--- src/rtl/key_command_encoder_pkg.sv ---
// rtl/key_command_encoder_pkg.sv - shared command codes, key FSM states and sizing helper
package key_command_encoder_pkg;

  // Default-width command codes: key i maps to {1'b1, i}, zero means no command
  localparam logic [2:0] CMD_NONE  = 3'b000;
  localparam logic [2:0] CMD_DOWN  = 3'b100;
  localparam logic [2:0] CMD_LEFT  = 3'b101;
  localparam logic [2:0] CMD_RIGHT = 3'b110;
  localparam logic [2:0] CMD_UP    = 3'b111;

  typedef enum logic [1:0] {
    KS_IDLE   = 2'd0,
    KS_DELAY  = 2'd1,
    KS_REPEAT = 2'd2,
    KS_HELD   = 2'd3
  } key_state_t;

  // Bits needed to hold values 0..max_val-1, never less than one bit
  function automatic int cnt_width(input int max_val);
    return (max_val < 2) ? 1 : $clog2(max_val);
  endfunction

endpackage

--- src/rtl/key_command_encoder_if.sv ---
// rtl/key_command_encoder_if.sv - command valid/ready handshake toward the game controller
interface key_command_encoder_if #(
  parameter int CODE_W = 3
);
  logic              cmd_valid;
  logic [CODE_W-1:0] cmd_code;
  logic              cmd_ready;

  modport master (output cmd_valid, output cmd_code, input cmd_ready);
  modport slave  (input cmd_valid, input cmd_code, output cmd_ready);
endinterface

--- src/rtl/key_repeat_fsm.sv ---
// rtl/key_repeat_fsm.sv - per-key press detection with delayed auto-repeat
module key_repeat_fsm
  import key_command_encoder_pkg::*;
#(
  parameter int DAS_TICKS = 20,
  parameter int ARR_TICKS = 5,
  parameter bit REPEAT_ON = 1'b1
) (
  input  logic clk,
  input  logic clrn,
  input  logic flush,
  input  logic tick,
  input  logic key,
  input  logic key_prev,
  output logic emit
);

  localparam int CNT_W = cnt_width((DAS_TICKS > ARR_TICKS) ? DAS_TICKS : ARR_TICKS);
  localparam logic [CNT_W-1:0] DAS_LAST = CNT_W'(DAS_TICKS - 1);
  localparam logic [CNT_W-1:0] ARR_LAST = CNT_W'(ARR_TICKS - 1);

  key_state_t       state_q, state_d;
  logic [CNT_W-1:0] cnt_q, cnt_d;

  // State and tick counter registers
  always_ff @(posedge clk or negedge clrn) begin
    if (!clrn) begin
      state_q <= KS_IDLE;
      cnt_q   <= '0;
    end else begin
      state_q <= state_d;
      cnt_q   <= cnt_d;
    end
  end

  // Next state and one-shot emit; a released key always drops back to idle silently
  always_comb begin
    state_d = state_q;
    cnt_d   = cnt_q;
    emit    = 1'b0;
    if (flush || !key) begin
      state_d = KS_IDLE;
    end else begin
      case (state_q)
        KS_IDLE: begin
          if (!key_prev) begin
            emit    = 1'b1;
            cnt_d   = '0;
            state_d = REPEAT_ON ? KS_DELAY : KS_HELD;
          end
        end
        KS_DELAY: begin
          if (tick) begin
            if (cnt_q == DAS_LAST) begin
              emit    = 1'b1;
              cnt_d   = '0;
              state_d = KS_REPEAT;
            end else begin
              cnt_d = cnt_q + 1'b1;
            end
          end
        end
        KS_REPEAT: begin
          if (tick) begin
            if (cnt_q == ARR_LAST) begin
              emit  = 1'b1;
              cnt_d = '0;
            end else begin
              cnt_d = cnt_q + 1'b1;
            end
          end
        end
        default: ;
      endcase
    end
  end

endmodule

--- src/rtl/key_command_encoder.sv ---
// rtl/key_command_encoder.sv - key levels to prioritised one-shot commands with FIFO and game reset pulse
module key_command_encoder
  import key_command_encoder_pkg::*;
#(
  parameter int               N_KEYS     = 4,
  parameter int               CODE_W     = 3,
  parameter int               TICK_DIV   = 1000000,
  parameter int               DAS_TICKS  = 20,
  parameter int               ARR_TICKS  = 5,
  parameter logic [N_KEYS-1:0] REPEAT_EN = 4'b0111,
  parameter int               FIFO_DEPTH = 4,
  parameter int               RST_PULSE  = 4
) (
  input  logic                   clk,
  input  logic                   clrn,
  input  logic [N_KEYS-1:0]      keys,
  input  logic                   rst_key,
  key_command_encoder_if.master  cmd_if,
  output logic                   game_rst_n,
  output logic                   ovf
);

  localparam int PRE_W = cnt_width(TICK_DIV);
  localparam int AW    = $clog2(FIFO_DEPTH);
  localparam int RC_W  = cnt_width(RST_PULSE);

  logic [PRE_W-1:0]  presc_q, presc_d;
  logic [N_KEYS-1:0] key_prev_q, key_prev_d;
  logic              rst_prev_q, rst_prev_d;
  logic [AW:0]       wr_q, wr_d, rd_q, rd_d;
  logic              ovf_q, ovf_d;
  logic [RC_W-1:0]   rst_cnt_q, rst_cnt_d;
  logic              game_rst_n_q, game_rst_n_d;
  logic [CODE_W-1:0] mem_q [FIFO_DEPTH];

  logic              tick, flush, push, push_ok, pop, empty, full;
  logic [N_KEYS-1:0] emit;
  logic [CODE_W-2:0] win_idx;
  logic [CODE_W-1:0] win_code;

  assign tick  = (presc_q == PRE_W'(TICK_DIV - 1));
  assign flush = rst_key && !rst_prev_q;

  for (genvar g = 0; g < N_KEYS; g++) begin : g_key
    key_repeat_fsm #(
      .DAS_TICKS (DAS_TICKS),
      .ARR_TICKS (ARR_TICKS),
      .REPEAT_ON (REPEAT_EN[g])
    ) u_fsm (
      .clk      (clk),
      .clrn     (clrn),
      .flush    (flush),
      .tick     (tick),
      .key      (keys[g]),
      .key_prev (key_prev_q[g]),
      .emit     (emit[g])
    );
  end

  // Fixed priority: lowest key index wins, losers are discarded rather than queued
  always_comb begin
    push    = 1'b0;
    win_idx = '0;
    for (int i = N_KEYS - 1; i >= 0; i--) begin
      if (emit[i]) begin
        push    = !flush;
        win_idx = (CODE_W-1)'(i);
      end
    end
    win_code = {1'b1, win_idx};
  end

  // Prescaler, edge history, FIFO pointers, overflow flag and reset-pulse countdown
  always_comb begin
    presc_d    = tick ? '0 : presc_q + 1'b1;
    key_prev_d = flush ? '1 : keys;
    rst_prev_d = rst_key;
    empty      = (wr_q == rd_q);
    full       = (wr_q[AW] != rd_q[AW]) && (wr_q[AW-1:0] == rd_q[AW-1:0]);
    pop        = !empty && cmd_if.cmd_ready;
    push_ok    = push && (!full || pop);
    if (flush) begin
      wr_d  = '0;
      rd_d  = '0;
      ovf_d = 1'b0;
    end else begin
      wr_d  = wr_q + (AW+1)'(push_ok);
      rd_d  = rd_q + (AW+1)'(pop);
      ovf_d = ovf_q || (push && full && !pop);
    end
    if (flush) begin
      rst_cnt_d    = RC_W'(RST_PULSE - 1);
      game_rst_n_d = 1'b0;
    end else if (rst_cnt_q != '0) begin
      rst_cnt_d    = rst_cnt_q - 1'b1;
      game_rst_n_d = 1'b0;
    end else begin
      rst_cnt_d    = '0;
      game_rst_n_d = 1'b1;
    end
  end

  // Control registers; edge history resets to ones so keys held through reset stay silent
  always_ff @(posedge clk or negedge clrn) begin
    if (!clrn) begin
      presc_q      <= '0;
      key_prev_q   <= '1;
      rst_prev_q   <= 1'b1;
      wr_q         <= '0;
      rd_q         <= '0;
      ovf_q        <= 1'b0;
      rst_cnt_q    <= '0;
      game_rst_n_q <= 1'b0;
    end else begin
      presc_q      <= presc_d;
      key_prev_q   <= key_prev_d;
      rst_prev_q   <= rst_prev_d;
      wr_q         <= wr_d;
      rd_q         <= rd_d;
      ovf_q        <= ovf_d;
      rst_cnt_q    <= rst_cnt_d;
      game_rst_n_q <= game_rst_n_d;
    end
  end

  // FIFO storage; contents are only observed while the pointers say non-empty
  always_ff @(posedge clk) begin
    if (push_ok) begin
      mem_q[wr_q[AW-1:0]] <= win_code;
    end
  end

  assign cmd_if.cmd_valid = !empty;
  assign cmd_if.cmd_code  = empty ? CODE_W'(CMD_NONE) : mem_q[rd_q[AW-1:0]];
  assign game_rst_n       = game_rst_n_q;
  assign ovf              = ovf_q;

endmodule
--- src/flat_wrapper.sv ---
// flat-port wrapper written by rule: the top's interface ports become plain ports
module key_command_encoder_flat import key_command_encoder_pkg::*;
#(
  parameter int               N_KEYS     = 4,
  parameter int               CODE_W     = 3,
  parameter int               TICK_DIV   = 1000000,
  parameter int               DAS_TICKS  = 20,
  parameter int               ARR_TICKS  = 5,
  parameter logic [N_KEYS-1:0] REPEAT_EN = 4'b0111,
  parameter int               FIFO_DEPTH = 4,
  parameter int               RST_PULSE  = 4
)
  (clk, clrn, keys, rst_key, game_rst_n, ovf, cmd_if_cmd_valid, cmd_if_cmd_code, cmd_if_cmd_ready);
  key_command_encoder_if #(.CODE_W(CODE_W)) cmd_if_i ();
  input  logic clk;
  input  logic clrn;
  input  logic [N_KEYS-1:0] keys;
  input  logic rst_key;
  output logic game_rst_n;
  output logic ovf;
  output wire logic [$bits(cmd_if_i.cmd_valid)-1:0] cmd_if_cmd_valid;
  output wire logic [$bits(cmd_if_i.cmd_code)-1:0] cmd_if_cmd_code;
  input wire logic [$bits(cmd_if_i.cmd_ready)-1:0] cmd_if_cmd_ready;
  assign cmd_if_cmd_valid = cmd_if_i.cmd_valid;
  assign cmd_if_cmd_code = cmd_if_i.cmd_code;
  assign cmd_if_i.cmd_ready = cmd_if_cmd_ready;
  key_command_encoder #(.N_KEYS(N_KEYS), .CODE_W(CODE_W), .TICK_DIV(TICK_DIV), .DAS_TICKS(DAS_TICKS), .ARR_TICKS(ARR_TICKS), .REPEAT_EN(REPEAT_EN), .FIFO_DEPTH(FIFO_DEPTH), .RST_PULSE(RST_PULSE)) u_core (.clk(clk), .clrn(clrn), .keys(keys), .rst_key(rst_key), .cmd_if(cmd_if_i), .game_rst_n(game_rst_n), .ovf(ovf));
endmodule
--- config.mk ---
export PLATFORM = sky130hd
export DESIGN_NAME = key_command_encoder_flat
export DESIGN_NICKNAME = d
export VERILOG_FILES = /design/src/rtl/key_command_encoder_pkg.sv /design/src/rtl/key_command_encoder_if.sv /design/src/rtl/key_repeat_fsm.sv /design/src/rtl/key_command_encoder.sv /design/src/flat_wrapper.sv
export SDC_FILE = /design/constraint.sdc
export NUM_CORES = 1
export LEC_CHECK = 0
export ABC_AREA = 1
export BUFFER_PORTS_ARGS = -buffer_cell sky130_fd_sc_hd__buf_2
export CAP_MARGIN = 20
export CORE_MARGIN = 2
export CORE_UTILIZATION = 53
export DETAILED_ROUTE_END_ITERATION = 8
export GPL_TIMING_DRIVEN = 0
export PLACE_DENSITY = 0.7
export SYNTH_ARGS = -nofsm -noshare
export SYNTH_HDL_FRONTEND = slang
export SYNTH_SLANG_ARGS = --single-unit
export TNS_END_PERCENT = 20
--- constraint.sdc ---
create_clock -name clk -period 2.8 [get_ports clk]
set_input_delay 0.14 -clock clk [delete_from_list [all_inputs] [get_ports clk]]
set_output_delay 0.14 -clock clk [all_outputs]
set_load 0.02 [all_outputs]
==> metrics.txt, run 1 <==
# TYPE chip_impl_metric gauge
chip_impl_metric{name="globalplace.congestion",unit=""} 0.8203
chip_impl_metric{name="fp.dieArea",unit="µm²"} 8631
chip_impl_info{name="rsz_0062_raised_after_global_routing",value="no"} 1
chip_impl_metric{name="io_buffer_count",unit=""} 13
chip_impl_metric{name="global_route.usage.total",unit="%"} 20.19
chip_impl_metric{name="report.final.setup_viol",unit=""} 0
chip_impl_metric{name="post_synth_inst_count",unit=""} 522
chip_impl_metric{name="drt_pre_antenna_iters",unit=""} 4
chip_impl_metric{name="vias_per_cell",unit=""} 5.072
chip_impl_metric{name="synth-async-reset-ratio",unit="%"} 88.73
chip_impl_info{name="cts_tree",value="yes"} 1
chip_impl_metric{name="yosys_register_bits",unit=""} 71
chip_impl_metric{name="peakVddDrop",unit="mV"} 0.3910
chip_impl_metric{name="hold_violations",unit=""} 0
chip_impl_info{name="hp-class",value="input pin to register"} 1
chip_impl_metric{name="drt_iter0_drc",unit=""} 129
chip_impl_metric{name="core_area",unit="µm²"} 7687
chip_impl_info{name="timing.critical_path.cells",value="ha_1, nand3_2, inv_1, nand3_1, nor2_4, nand2_1, nand2_1, nand2_1, nand2_1, nor2_1, nor2_4, ha_1, ha_1, xnor2_1, nor2_1"} 1
chip_impl_metric{name="initial_core_util",unit="%"} 54.49
chip_impl_metric{name="floorplan.rows",unit=""} 32
chip_impl_info{name="timing.setup.critical_path_class",value="register to register"} 1
chip_impl_metric{name="wl_cell",unit="µm"} 12.17
chip_impl_info{name="synth.most_common_cell",value="sky130_fd_sc_hd__nand2_1"} 1
chip_impl_metric{name="clock_sink_count",unit=""} 71
chip_impl_metric{name="synth_nets",unit=""} 559
chip_impl_info{name="worstReg2RegEnd",value="u_core.wr_q[2]"} 1
chip_impl_metric{name="path_max_fanout",unit=""} 9
chip_impl_metric{name="cts.hold.buffers_added",unit=""} 2
chip_impl_info{name="crit-reg2reg-launch",value="u_core.presc_q[0]"} 1
chip_impl_metric{name="fin_setup_tns",unit="ns"} 0
chip_impl_metric{name="first_global_vias",unit=""} 3266
chip_impl_metric{name="floorplan.die.width",unit="µm"} 92.91
chip_impl_metric{name="fin_skew",unit="ns"} 0.006232
chip_impl_metric{name="synth.cell_area",unit="µm²"} 4189
chip_impl_metric{name="ys_types",unit=""} 38
chip_impl_metric{name="drt_wl_total",unit="µm"} 7982
chip_impl_metric{name="critical-path-max-stage-delay",unit="ns"} 0.37
chip_impl_metric{name="wire_length_of_the_first_global_routing_pass",unit="µm"} 14120
chip_impl_metric{name="cts_setup_buffers",unit=""} 0
chip_impl_metric{name="cts_buffers",unit=""} 9
chip_impl_info{name="yosysTopAreaCell",value="sky130_fd_sc_hd__dfrtp_1"} 1
chip_impl_info{name="synth_area_leaders",value="sky130_fd_sc_hd__dfrtp_1, sky130_fd_sc_hd__nand2_1, sky130_fd_sc_hd__ha_1"} 1
chip_impl_metric{name="timing.critical_path.required",unit="ns"} 3.01
chip_impl_metric{name="worst_r2r_path_depth",unit=""} 15
chip_impl_metric{name="rrSetupSlack",unit="ns"} 0.39
chip_impl_metric{name="ant_nets",unit=""} 0
chip_impl_info{name="cp_max_stage_cell",value="sky130_fd_sc_hd__dfrtp_1"} 1
chip_impl_metric{name="worst_tran_pin_value",unit="ns"} 0.6184
chip_impl_metric{name="clockBufferDepth",unit=""} 2
chip_impl_metric{name="nFillCells",unit=""} 682
chip_impl_metric{name="antenna_cells",unit=""} 0
chip_impl_metric{name="max_freq",unit="MHz"} 415.3
chip_impl_metric{name="power.density",unit="nW/µm²"} 729.3
chip_impl_metric{name="maxcap_violations",unit=""} 0
chip_impl_metric{name="pin_count",unit=""} 14
chip_impl_metric{name="antenna_found_initial",unit=""} 0
chip_impl_info{name="worst_setup_sp",value="u_core.presc_q[0]"} 1
chip_impl_metric{name="fin_crit_share",unit="%"} 86.00
chip_impl_metric{name="route.detailed.drc",unit=""} 0
chip_impl_metric{name="clk_latency",unit="ns"} 0.34
chip_impl_metric{name="finish.net_count",unit=""} 586
chip_impl_metric{name="finish.utilization",unit="%"} 60.29
chip_impl_metric{name="ys_seq_area_share",unit="%"} 43.52
chip_impl_metric{name="timing_max_transition_violations_final",unit=""} 0
chip_impl_metric{name="worst_ep_arrival_time",unit="ns"} 2.62
chip_impl_metric{name="p_leak",unit="µW"} 0.002276
chip_impl_metric{name="num_vias",unit=""} 3327
chip_impl_metric{name="detailedPlacementHpwl",unit="µm"} 5822
chip_impl_info{name="worstSetupEndpoint",value="u_core.wr_q[2]"} 1
chip_impl_metric{name="synth.avg_cell_area",unit="µm²"} 8.025
chip_impl_metric{name="synth-edff-count",unit=""} 8
chip_impl_metric{name="slew_headroom",unit="%"} 58.34
chip_impl_info{name="timing.critical_path.to_type",value="register"} 1
chip_impl_metric{name="fin_crit",unit="ns"} 2.408
chip_impl_metric{name="grt_overflow_total",unit=""} 0
chip_impl_metric{name="chipHeight",unit="µm"} 92.91
chip_impl_info{name="synth-main-ff-cell",value="sky130_fd_sc_hd__dfrtp_1"} 1
chip_impl_metric{name="synth_top_cell_area_share",unit="%"} 34.65
chip_impl_metric{name="worst_setup_hold_path_clk_slew",unit="ns"} 0.08
chip_impl_metric{name="fraction_of_layout_instances_using_a_drive_strength_above_1",unit="%"} 9.567
chip_impl_metric{name="layout-area-overhead-vs-synth",unit="%"} 10.63
chip_impl_info{name="synth_top_cells_by_count",value="sky130_fd_sc_hd__nand2_1, sky130_fd_sc_hd__inv_1, sky130_fd_sc_hd__nor2_1"} 1
chip_impl_metric{name="synth-warning-count",unit=""} 0
chip_impl_info{name="crit_path_frequent_cell",value="sky130_fd_sc_hd__nand2_1"} 1
chip_impl_metric{name="cts_repair_resize_count",unit=""} 0
chip_impl_metric{name="htree_num_levels",unit=""} 3
chip_impl_info{name="status",value="finished, final reports clean"} 1
chip_impl_info{name="timing.critical_path.from_type",value="register"} 1
chip_impl_metric{name="pin_count_of_the_biggest_net_entering_global_routing",unit=""} 38
chip_impl_info{name="root_buffer",value="sky130_fd_sc_hd__clkbuf_8"} 1
[kinds of logic (layout without fill, tap and decap cells)]
kind of cell / after synthesis / count (layout) / share of synthesized area, %
AOI/OAI and AO/OA: 71 / 71 / 10.24
xor gates and xnor gates: 17 / 17 / 3.554
adders and majority gates: 29 / 29 / 8.662
buffers and inverters: 95 / 127 / 8.632
DFF: 71 / 71 / 43.52
and+or+nand+nor: 239 / 239 / 25.39
[cell type report]
cell class,instances,area [µm²],share of cell area [%]
flip-flops and latches,71,1823,39.34
inverters,92,345.3,7.451
clock inverters,6,85.08,1.836
well taps,102,127.6,2.754
multi-input cells,356,2004,43.25
plain buffers,3,16.27,0.3510
clock buffers,10,127.6,2.754
repair buffers,16,105.1,2.268
[flip-flops by register name (all words and copies together), names as in the netlist, 2 cells and up]
register / count
u_core.presc_q: 20
u_core.wr_q: 3
u_core.rst_cnt_q: 2
u_core.g_key.u_fsm.state_q: 8
u_core.key_prev_q: 4
u_core.g_key.u_fsm.cnt_q: 20
u_core.mem_q: 8
u_core.rd_q: 3
[critical path: cells and delay by family (launching register included)]
kind | cells | cell delay [ns]
XOR/XNOR | 1 | 0.11
AND/OR/NAND/NOR | 10 | 1.17
flip-flops | 1 | 0.37
buffers and inverters | 1 | 0.12
adder cells (fa/ha/maj) | 3 | 0.52
[worst min-delay path by stage]
stage | from | end | depth (start not counted)
floorplan | clrn | u_core.g_key[0].u_fsm.cnt_q[0] | 0
global route | keys[1] | u_core.key_prev_q[1] | 2
finish | keys[3] | u_core.key_prev_q[3] | 3
detailed placement | clrn | u_core.g_key[0].u_fsm.cnt_q[3] | 1
CTS | keys[2] | u_core.key_prev_q[2] | 2
global placement | rst_key | u_core.rst_prev_q | 1
[per-stage QoR]
stage          std cells  setup slack, ns  instance area, µm²  hold slack [ns]  total power [µW]
2_1_floorplan        522           0.7300                4189          -0.1556              2214
3_3_place_gp         637           0.5118                4382           0.2579              2450
3_5_place_dp         638           0.4533                4402           0.2009              2505
4_1_cts              656           0.4190                4634          0.01586              3409
5_1_grt              656           0.1275                4634          0.02586              3651
6_report             656           0.3919                4634          0.02115              3380
[cell usage in the layout, fill, tap and decap left out, drive strengths merged]
cell type,n
nand2,98
inv,92
nor2,69
dfrtp,58
nand3,39
o21ai,33
ha,29
buf,16
a21oi,15
xor2,11
clkbuf,11
nor3,10
nand4,9
edfxtp,8
or2,7
xnor2,6
dfstp,5
o211ai,5
o31ai,4
nand3b,4
a211oi,3
a22oi,3
clkinv,3
o21a,2
o32ai,2
a31oi,2
nor3b,2
bufinv,2
dlygate4sd3,2
a41oi,1
nor4,1
a21boi,1
clkinvlp,1
[power by group]
part / internal [µW] / switching, µW
Sequential: 1190 / 133
Combinational: 429 / 733
Clock: 499 / 393
[routing by layer]
layer	global-route usage (%)	vias up	part of all wire, %
met1	25.95	1541	48
met4	7.843	0	2.0
met5	0	-	0
li1	-	1732	-
met3	3.336	13	2.3
met2	34.12	41	47
(Power assumes the default switching activity.)
==> run 2, diff against run 1 <==
==> constraint.sdc (replaced) <==
create_clock -name clk -period 2.5 [get_ports clk]
set_input_delay 0.125 -clock clk [delete_from_list [all_inputs] [get_ports clk]]
set_output_delay 0.125 -clock clk [all_outputs]
set_load 0.02 [all_outputs]
==> metrics.txt, run 2 (synthesis results as in run 1) <==
# TYPE chip_impl_metric gauge
chip_impl_info{name="status",value="finished, final reports clean"} 1
chip_impl_metric{name="clockBufferDepth",unit=""} 2
chip_impl_metric{name="floorplan.die.width",unit="µm"} 92.91
chip_impl_metric{name="slew_headroom",unit="%"} 58.15
chip_impl_metric{name="drt_iter0_drc",unit=""} 115
chip_impl_metric{name="worst_setup_hold_path_clk_slew",unit="ns"} 0.07
chip_impl_metric{name="worst_ep_arrival_time",unit="ns"} 2.49
chip_impl_metric{name="grt_overflow_total",unit=""} 0
chip_impl_metric{name="finish.utilization",unit="%"} 61.07
chip_impl_metric{name="num_vias",unit=""} 3353
chip_impl_metric{name="pin_count",unit=""} 14
chip_impl_metric{name="wire_length_of_the_first_global_routing_pass",unit="µm"} 14120
chip_impl_metric{name="chipHeight",unit="µm"} 92.91
chip_impl_metric{name="antenna_cells",unit=""} 0
chip_impl_metric{name="drt_wl_total",unit="µm"} 8072
chip_impl_metric{name="maxcap_violations",unit=""} 0
chip_impl_info{name="hp-class",value="input pin to register"} 1
chip_impl_info{name="most_frequent_cells_in_the_layout",value="sky130_fd_sc_hd__nand2_1, sky130_fd_sc_hd__inv_1, sky130_fd_sc_hd__nor2_1"} 1
chip_impl_info{name="worstReg2RegEnd",value="u_core.wr_q[2]"} 1
chip_impl_info{name="timing.critical_path.from_type",value="register"} 1
chip_impl_info{name="timing.critical_path.to_type",value="register"} 1
chip_impl_metric{name="wl_cell",unit="µm"} 12.21
chip_impl_metric{name="global_route.usage.total",unit="%"} 20.19
chip_impl_info{name="cp_max_stage_cell",value="sky130_fd_sc_hd__dfrtp_1"} 1
chip_impl_metric{name="core_area",unit="µm²"} 7687
chip_impl_metric{name="clk_latency",unit="ns"} 0.34
chip_impl_metric{name="peakVddDrop",unit="mV"} 0.4367
chip_impl_metric{name="power.density",unit="nW/µm²"} 805.6
chip_impl_metric{name="initial_core_util",unit="%"} 54.49
chip_impl_metric{name="fin_skew",unit="ns"} 0.006114
chip_impl_metric{name="sequential_cell_area",unit="µm²"} 1823
chip_impl_info{name="origin_of_the_worst_min_delay_path",value="keys[3]"} 1
chip_impl_metric{name="dpl_cell_area",unit="µm²"} 4402
chip_impl_metric{name="critical-path-max-stage-delay",unit="ns"} 0.41
chip_impl_metric{name="timing_max_transition_violations_final",unit=""} 0
chip_impl_metric{name="route.detailed.drc",unit=""} 0
chip_impl_metric{name="multi_input_area",unit="µm²"} 2027
chip_impl_metric{name="finish.net_count",unit=""} 591
chip_impl_metric{name="place.detailed.instances",unit=""} 638
chip_impl_metric{name="floorplan.rows",unit=""} 32
chip_impl_metric{name="globalplace.congestion",unit=""} 0.8203
chip_impl_metric{name="max_freq",unit="MHz"} 438.8
chip_impl_metric{name="cts_buffers",unit=""} 9
chip_impl_metric{name="nFillCells",unit=""} 673
chip_impl_info{name="crit_path_frequent_cell",value="sky130_fd_sc_hd__nand2_1"} 1
chip_impl_metric{name="layout-area-overhead-vs-synth",unit="%"} 12.07
chip_impl_metric{name="p_leak",unit="µW"} 0.002300
chip_impl_info{name="timing.critical_path.cells",value="ha_4, nand3_2, inv_2, nand3_2, nor2_4, nand2_1, nand2_1, nand2_1, nand2_1, nor2_2, nor2_4, ha_1, ha_1, xnor2_1, nor2_1"} 1
chip_impl_metric{name="fin_crit_share",unit="%"} 91.15
chip_impl_metric{name="hold_violations",unit=""} 0
chip_impl_metric{name="rrSetupSlack",unit="ns"} 0.22
chip_impl_info{name="root_buffer",value="sky130_fd_sc_hd__clkbuf_8"} 1
chip_impl_metric{name="ant_nets",unit=""} 0
chip_impl_metric{name="fin_setup_tns",unit="ns"} 0
chip_impl_info{name="top_flop_regs",value="u_core.g_key.u_fsm.cnt_q: 20 flops, u_core.presc_q: 20 flops"} 1
chip_impl_metric{name="report.final.setup_viol",unit=""} 0
chip_impl_metric{name="io_buffer_count",unit=""} 13
chip_impl_info{name="hold_path_end",value="u_core.key_prev_q[3]"} 1
chip_impl_metric{name="whs_path_depth",unit=""} 3
chip_impl_info{name="cts_tree",value="yes"} 1
chip_impl_metric{name="path_max_fanout",unit=""} 8
chip_impl_metric{name="worst_r2r_path_depth",unit=""} 15
chip_impl_metric{name="worst_tran_pin_value",unit="ns"} 0.6278
chip_impl_info{name="crit-reg2reg-launch",value="u_core.presc_q[0]"} 1
chip_impl_metric{name="clock_sink_count",unit=""} 71
chip_impl_metric{name="fraction_of_layout_instances_using_a_drive_strength_above_1",unit="%"} 11.27
chip_impl_metric{name="final_cell_count_no_fill",unit=""} 661
chip_impl_metric{name="detailedPlacementHpwl",unit="µm"} 5822
chip_impl_metric{name="antenna_found_initial",unit=""} 0
chip_impl_metric{name="fin_crit",unit="ns"} 2.279
chip_impl_metric{name="drt_pre_antenna_iters",unit=""} 4
chip_impl_metric{name="htree_num_levels",unit=""} 3
chip_impl_info{name="timing.setup.critical_path_class",value="register to register"} 1
chip_impl_metric{name="post-route-cell-area",unit="µm²"} 4695
chip_impl_info{name="final_common_cell",value="sky130_fd_sc_hd__nand2_1"} 1
chip_impl_metric{name="pin_count_of_the_biggest_net_entering_global_routing",unit=""} 38
chip_impl_metric{name="timing.critical_path.required",unit="ns"} 2.71
chip_impl_metric{name="first_global_vias",unit=""} 3266
chip_impl_metric{name="vias_per_cell",unit=""} 5.073
chip_impl_metric{name="fp.dieArea",unit="µm²"} 8631
==> run 2: changes by cell type in the layout (fill, tap and decap cells not counted), sizes merged <==
cell  before  now
buf       16   21
==> run 2: worst max-delay path: cells and delay by family, from the launching register on <==
kind | cells | cell delay [ns]
XOR/XNOR | 1 | 0.11
flip-flops | 1 | 0.41
buffers and inverters | 1 | 0.11
adder cells (fa/ha/maj) | 3 | 0.46
AND/OR/NAND/NOR | 10 | 1.07
==> run 2: metal layers <==
| layer | part of all wire [%] | vias up | global-route usage, % |
|---|---|---|---|
| met5 | 0 | - | 0 |
| met4 | 2.0 | 0 | 7.843 |
| met3 | 2.3 | 12 | 3.336 |
| met2 | 48 | 40 | 34.12 |
| met1 | 48 | 1554 | 25.95 |
| li1 | - | 1747 | - |
==> run 2: cell type report <==
class | instances | area share, %
buffer | 3 | 0.3465
sequential | 71 | 38.83
clock inverter | 6 | 1.812
inverter | 92 | 7.356
clock buffer | 10 | 2.719
timing repair buffer | 21 | 3.038
tap | 102 | 2.719
multi-input combinational | 356 | 43.18
==> run 2: what timing repair did <==
action | in CTS | in global routing
endpoints found under the setup margin | 0 | 11
gates resized for setup | 0 | 6
buffers inserted | 0 | 5
hold endpoints to repair | 27 | 0
hold buffers | 2 | 0
==> run 2: worst max-delay path by stage <==
stage	startpoint	to	slack (ns)	cells past startpoint
after floorplan	u_core.presc_q[0]	u_core.wr_q[2]	0.43	15
after global placement	u_core.presc_q[0]	u_core.wr_q[2]	0.21	15
after detailed placement	u_core.presc_q[0]	u_core.wr_q[2]	0.15	15
final	u_core.presc_q[0]	u_core.wr_q[2]	0.22	15
after global routing	u_core.presc_q[6]	u_core.wr_q[2]	-0.01	15
after CTS	u_core.presc_q[0]	u_core.wr_q[2]	0.12	15
==> run 2: report_power, final <==
part	leakage, µW	total (µW)	internal (µW)	switching, µW
Clock	0.000104	994	559	435
Combinational	0.00129	1300	481	820
Sequential	0.000903	1490	1340	151
==> run 2: per-stage QoR <==
stage	worst slack (ns)	hold WS (ns)	power (µW)
finish	0.2212	0.005914	3782
global route	-0.01494	0.01086	4092
CTS	0.1190	0.0008627	3818
detailed placement	0.1533	0.1859	2806
global placement	0.2118	0.2429	2744
floorplan	0.4300	-0.1706	2479
